<file path="src/rtl/multi_edge_detector.sv">
// Multi-channel edge detector: synchronises each input, debounces it against a
// shared threshold, and reports rising/falling edges as pulses and sticky pending flags.
module multi_edge_detector #(
  parameter int WIDTH       = 8,
  parameter int SYNC_STAGES = 2,
  parameter int DEB_W       = 4
) (
  input  logic               clk,
  input  logic               reset,
  input  logic [WIDTH-1:0]   signal,
  input  logic [2*WIDTH-1:0] mode,
  input  logic [DEB_W-1:0]   deb_len,
  input  logic [WIDTH-1:0]   clear,
  output logic [WIDTH-1:0]   posedge_detected,
  output logic [WIDTH-1:0]   negedge_detected,
  output logic [WIDTH-1:0]   pending,
  output logic               irq
);

  logic [WIDTH-1:0] sync_r [SYNC_STAGES];
  logic [WIDTH-1:0] sync_q;
  logic [WIDTH-1:0] stable;
  logic [WIDTH-1:0] stable_nxt;
  logic [WIDTH-1:0] rise;
  logic [WIDTH-1:0] fall;
  logic [DEB_W-1:0] cnt     [WIDTH];
  logic [DEB_W-1:0] cnt_nxt [WIDTH];

  assign sync_q = sync_r[SYNC_STAGES-1];

  always_ff @(posedge clk or posedge reset) begin
    if (reset) begin
      for (int s = 0; s < SYNC_STAGES; s++) sync_r[s] <= '0;
    end else begin
      sync_r[0] <= signal;
      for (int s = 1; s < SYNC_STAGES; s++) sync_r[s] <= sync_r[s-1];
    end
  end

  // The counter measures how long sync_q has disagreed with stable; once it
  // reaches deb_len the disagreement is accepted and the edge is reported.
  always_comb begin
    stable_nxt = stable;
    rise       = '0;
    fall       = '0;
    for (int i = 0; i < WIDTH; i++) begin
      cnt_nxt[i] = '0;
      if (sync_q[i] != stable[i]) begin
        if (cnt[i] >= deb_len) begin
          stable_nxt[i] = sync_q[i];
          rise[i]       = sync_q[i] & mode[2*i];
          fall[i]       = ~sync_q[i] & mode[2*i+1];
        end else if (cnt[i] != '1) begin
          cnt_nxt[i] = cnt[i] + DEB_W'(1);
        end else begin
          cnt_nxt[i] = cnt[i];
        end
      end
    end
  end

  // A pulse setting pending takes priority over a clear in the same cycle.
  always_ff @(posedge clk or posedge reset) begin
    if (reset) begin
      stable           <= '0;
      posedge_detected <= '0;
      negedge_detected <= '0;
      pending          <= '0;
      for (int i = 0; i < WIDTH; i++) cnt[i] <= '0;
    end else begin
      stable           <= stable_nxt;
      posedge_detected <= rise;
      negedge_detected <= fall;
      pending          <= (pending & ~clear) | rise | fall;
      for (int i = 0; i < WIDTH; i++) cnt[i] <= cnt_nxt[i];
    end
  end

  assign irq = |pending;

endmodule

</file>
<file path="config.mk">
export PLATFORM = sky130hd
export DESIGN_NAME = multi_edge_detector
export DESIGN_NICKNAME = d
export VERILOG_FILES = /design/src/rtl/multi_edge_detector.sv
export SDC_FILE = /design/constraint.sdc
export NUM_CORES = 1
export LEC_CHECK = 0
export CAP_MARGIN = 25
export CORE_ASPECT_RATIO = 0.5
export CORE_MARGIN = 4
export CORE_UTILIZATION = 30
export DETAILED_ROUTE_END_ITERATION = 10
export GPL_TIMING_DRIVEN = 0
export PLACE_DENSITY = 0.53
export SLEW_MARGIN = 10
export SYNTH_ARGS = -nofsm -noshare
export SYNTH_HDL_FRONTEND = slang
export SYNTH_SLANG_ARGS = --single-unit
</file>
<file path="constraint.sdc">
create_clock -name clk -period 8.2 [get_ports clk]
set_input_delay 1.64 -clock clk [delete_from_list [all_inputs] [get_ports clk]]
set_output_delay 1.64 -clock clk [all_outputs]
set_load 0.005 [all_outputs]
</file>
# == After elaboration in Yosys (flattened, before gate mapping) ==
# Index checks and enable logic that the tools add are counted.
# totals
word_cells,154
out_inout_bits,25
in_bits,38
reg_bits,80
# classes
n_lt_le_gt_ge,8
n_eq_ne,24
n_addsub,8
reduce_logical,9
n_bitwise,28
mux,56
# op_table
operator,n
$mux W4,24
$add A4 B1 Y4 const B,8
$ge A4 B4 Y1,8
$mux W1,32
$ne A4 B4 Y1 const B,8
$ne A3 B1 Y1 const B,8
$and A1 B1 Y1,16
$or A8 B8 Y8,2
$reduce_and A2 Y1,8
$and A8 B8 Y8,1
$ne A1 B1 Y1,8
$not A1 Y1,8
$not A8 Y8,1
$reduce_or A8 Y1,1

# == Depth between registers and ports, before layout ==
# depth
word_depth,5
ltp_mapped,5
depth_no_buf,5

# == Worst setup path before layout ==
# OpenSTA, ideal clock, no wires.
# synth_timing
path_type,input to register
from,input port deb_len[1]
to,register stable[0]
setup_time_ps,125
cell_stages,5
n_path_buf,0
required_ps,8075
slack_ps,5297
t_arrival_ps,2778
cell_sequence,inv_1 ha_1 o211ai_1 o21a_1 mux2_2
# synth_via
elab_chain_len,2
# synth_lines
item,line_no,text
start: declaration,12,"input logic [DEB_W-1:0] deb_len,"
$ge A4 B4 Y1,49,if (cnt[i] >= deb_len) begin
$reduce_and A2 Y1 (no line),--,
end signal: assignment,71,stable <= stable_nxt;
end: declaration,22,logic [WIDTH-1:0] stable;
# No other way between the ends.
# A chain may end at the register's enable or synchronous reset.

# == Worst setup path in the final report ==
# layout_timing
from,register pending[6]
to,output port irq
# layout_via
elab_chain_len,1
# layout_lines
item,line_no,text
start: declaration,16,"output logic [WIDTH-1:0] pending,"
start signal: assignment,74,pending <= (pending & ~clear) | rise | fall;
$reduce_or A8 Y1,79,assign irq = |pending;
end: declaration,17,output logic irq
# No other way between the ends.

==> run metrics <==
total number of placement rows=29; stage delay of the slowest cell on the critical path=~0.63 ns; post-CTS repair timing setup buffer count=0; nets@finish=approximately 500; Die Footprint=approximately 15,000 um2; Power Internal=approximately 970 uW; cells along the critical path=nor4_1 > nand2_1 > clkdlybuf4s50_1; Leak Pwr=2.31 nW; antenna violations before repair=0; count leader, synth=sky130_fd_sc_hd__dfrtp_1; RSZ-0062 raised after global routing=no; I/O Pins=63; part of the total power dissipated in the clock network=33.4%; count of yosys warnings during synthesis=0; reg-to-reg critical path endpoint=stable[2]; Clock Sink Count=80; sum of net half-perimeters after detailed placement=~5.5 mm; Hold EP=sync_q[7]; hold path startpoint=sync_r[15]; signal arrival time at the worst endpoint=between 1.5 and 2 ns; routed wl met3=338 um; GRT Residual Overflow=0; endpoint class of the critical path=output port; top area cells in the synthesized netlist=sky130_fd_sc_hd__dfrtp_1 50%, sky130_fd_sc_hd__ha_1 13%, sky130_fd_sc_hd__nor2_1 3.9%, sky130_fd_sc_hd__nor3_1 2.8%, sky130_fd_sc_hd__nor3b_2 2.5%; reg2reg start=cnt[20]; cell depth of the worst flop-to-flop path=5; fraction of synthesized cell area taken by the top area cell type=around half; Startpoint Class=flip-flop; post-synthesis net count=429; wire length on met2=3.30 mm; later-pin clock latency in the skew report=0.34 ns; ratio of final minimum period to clock period=44.0%; pins over their slew limit=0; Die W=about 170 um; worst hold path type=flip-flop to flip-flop; routed length per instance=12.9 um; ratio of cells with drive above 1 in the final layout=between 10% and 20%; Crit Path Max Fanout=3; WHS Path Cells=0; Post-Synthesis Cell Area=around 4000 um2; number of maximum-capacitance violations=0; TritonCTS clock tree=built; area of the core=roughly 13,000 um2; buffer cell driving the clock tree root=sky130_fd_sc_hd__clkbuf_16; post-layout instance area=about 5200 um2; register area=between 2000 and 2500 um2; remaining max-slew budget at the tightest pin=roughly 55%; part of the total power dissipated in sequential elements=between 40% and 50%; synthesized flop and latch total=80; input/output buffers=62; maximum resistive drop on vdd=approximately 0.11 mV; effective utilization at floorplan=approximately 31%; wire length of the first global-routing pass=roughly 13 mm; clock period minus final worst setup slack=roughly 3.6 ns; post-synthesis cell count=around 350; slew of the pin with the lowest slew margin=0.674 ns; net switching fraction of the power=a little under a third; area used by multi-input combinational logic=roughly 1900 um2; Critical Path RT=approximately 6.6 ns; via count of the first global-routing pass=about 2,700; Fill cells=~1,200; top layer reached by signal wires=met4; final hold violation count=0; Crit-path slowest cell=sky130_fd_sc_hd__nor4_1; proportion of synthesized flip-flops having asynchronous set or reset=100%; Fmax achieved=approximately 280 MHz; quantity of hold-fixing buffers added after cts=0; Post-synth EDFFs=0; final setup violating endpoints=0; worst reg2reg setup slack=~6.5 ns; Fin Hold WS=approximately 0.34 ns; detailed-route wire length on metal 1=just under 4 mm; total of cells resized after clock tree synthesis=0; Pre-Repair DR Iteration Count=4; clock tree skew after final layout=around 0.007 ns; die span in y=89.3 um; register clock-pin slew on the reported worst setup and hold paths=approximately 0.060 ns; Cell variety after synth=25; portion of total power attributed to combinational logic=between 20% and 30%; via count=2,751; Diodes inserted=0; clock buffer depth=2; antenna viol nets, final=0; power per cell area=roughly 270 nW/um2; Critical Setup Path Class=flip-flop to output port; Syn Area/Cell=between 10 and 15 um2; pin count of the biggest net entering global routing=51; area post-placement=between 4000 and 5000 um2; part of the Yosys area used for sequential elements=between 50% and 60%; DRC violation count after routing=0; Design Power=~1.4 mW; count of routing violations after the opening detailed-route iteration=125; post-synthesis to final-layout area growth=30.4%; routed wire length=about 7.7 mm; run status=finished, final reports clean; dominant cell type by area after synthesis=sky130_fd_sc_hd__dfrtp_1; total CTS buffers=9; most instantiated cells after synthesis=80 x sky130_fd_sc_hd__dfrtp_1, 41 x sky130_fd_sc_hd__nor2_1, 40 x sky130_fd_sc_hd__ha_1, 22 x sky130_fd_sc_hd__nor3_1, 20 x sky130_fd_sc_hd__inv_1; maximum level of the CTS H-tree=3; post-detailed-route via-to-cell ratio=roughly 4.6; All-Layer GR Usage=between 10% and 20%; weighted congestion reported at the end of routability-driven placement=0.755; predominant post-synthesis flop cell=sky130_fd_sc_hd__dfrtp_1; Total Negative Setup Slacks=0 ns; power dissipated by switching net loads=420 uW
==> power by group through the flow <==
stage          combinational, mW  clock (mW)  sequential, mW
2_1_floorplan              0.270           0           0.547
3_3_place_gp               0.366           0           0.569
3_5_place_dp               0.374           0           0.569
4_1_cts                    0.375       0.480           0.563
5_1_grt                    0.430       0.492           0.581
6_report                   0.366       0.465           0.562
==> layout by cell type (no fill, tap or decap), types with 2 or more instances in the layout <==
cell / netlist / layout
sky130_fd_sc_hd__nand3b_1: 8 / 8
sky130_fd_sc_hd__mux2_2: 5 / 5
sky130_fd_sc_hd__o21a_2: 3 / 3
sky130_fd_sc_hd__o22ai_1: 8 / 8
sky130_fd_sc_hd__o211ai_1: 10 / 10
sky130_fd_sc_hd__clkdlybuf4s50_1: 0 / 62
sky130_fd_sc_hd__nand2_1: 17 / 17
sky130_fd_sc_hd__inv_1: 20 / 19
sky130_fd_sc_hd__xnor2_1: 8 / 8
sky130_fd_sc_hd__clkbuf_8: 0 / 2
sky130_fd_sc_hd__nor3_1: 22 / 22
sky130_fd_sc_hd__clkbuf_16: 0 / 9
sky130_fd_sc_hd__nor2_1: 41 / 41
sky130_fd_sc_hd__nor4_1: 2 / 2
sky130_fd_sc_hd__a21oi_1: 8 / 8
sky130_fd_sc_hd__dfrtp_1: 80 / 80
sky130_fd_sc_hd__o21a_1: 13 / 13
sky130_fd_sc_hd__ha_1: 40 / 40
sky130_fd_sc_hd__nor3b_2: 8 / 8
sky130_fd_sc_hd__o211ai_2: 6 / 6
sky130_fd_sc_hd__nand3_1: 16 / 16
sky130_fd_sc_hd__mux2i_1: 8 / 8
sky130_fd_sc_hd__a31oi_1: 8 / 8
sky130_fd_sc_hd__nor3b_1: 7 / 7
sky130_fd_sc_hd__bufinv_16: 0 / 3
sky130_fd_sc_hd__xor2_1: 8 / 8
sky130_fd_sc_hd__mux2_4: 3 / 3
==> flip-flops by register name (all words and copies together), names as in the netlist <==
register and cells:
cnt 32, negedge_detected 8, pending 8, posedge_detected 8
stable 8, sync_q 8, sync_r 8
==> worst max-delay path by stage <==
| stage | slack, ns | from | depth (start not counted) | to |
|---|---|---|---|---|
| after detailed placement | 4.46 | deb_len[0] | 5 | stable[1] |
| after global placement | 3.02 | reset | 2 | sync_r[13] |
| after global routing | 4.44 | pending[5] | 3 | irq |
| final | 4.59 | pending[6] | 3 | irq |
| after floorplan | 4.51 | reset | 1 | cnt[0] |
| after CTS | 4.55 | pending[5] | 3 | irq |
==> worst max-delay path, delay by kind of cell, from the launching register on <==
kind | cells | cell delay [ns]
buffers and inverters | 1 | 0.49
AND/OR/NAND/NOR | 2 | 0.74
flip-flops | 1 | 0.41
==> area by class of cell <==
cell class / instances / share of cell area (%)
Inverter: 20 / 1.50
Tap cell: 170 / 4.11
Timing Repair Buffer: 63 / 12.5
Clock buffer: 11 / 4.88
Clock inverter: 3 / 1.74
Multi-Input combinational cell: 251 / 36.6
Sequential cell: 80 / 38.7
==> layer usage <==
layer  track usage (%)  vias to the layer above
li1                  -                     1413
met1              15.1                     1280
met2              17.4                       47
met3              3.49                       11
met4              3.70                        0
met5                 0                        -
==> through the flow <==
stage | utilization [%] | instances | setup WS, ns
2_1_floorplan | - | 351 | 4.51
3_3_place_gp | 37.5 | 583 | 3.02
3_5_place_dp | 37.7 | 584 | 4.46
4_1_cts | 40.4 | 598 | 4.55
5_1_grt | 40.4 | 598 | 4.44
6_report | 40.4 | 598 | 4.59
==> kinds of logic (layout without fill, tap and decap cells) <==
logic type / after synthesis / count (layout) / share of synthesized area [%]
adders and majority gates: 40 / 40 / 12.6
buffers and inverters: 20 / 97 / 1.89
muxes: 16 / 16 / 4.57
DFF: 80 / 80 / 50.4
xor gates and xnor gates: 16 / 16 / 3.53
and+or+nand+nor: 122 / 122 / 16.2
AOI/OAI and AO/OA: 57 / 57 / 10.8
(Power assumes the default switching activity.)
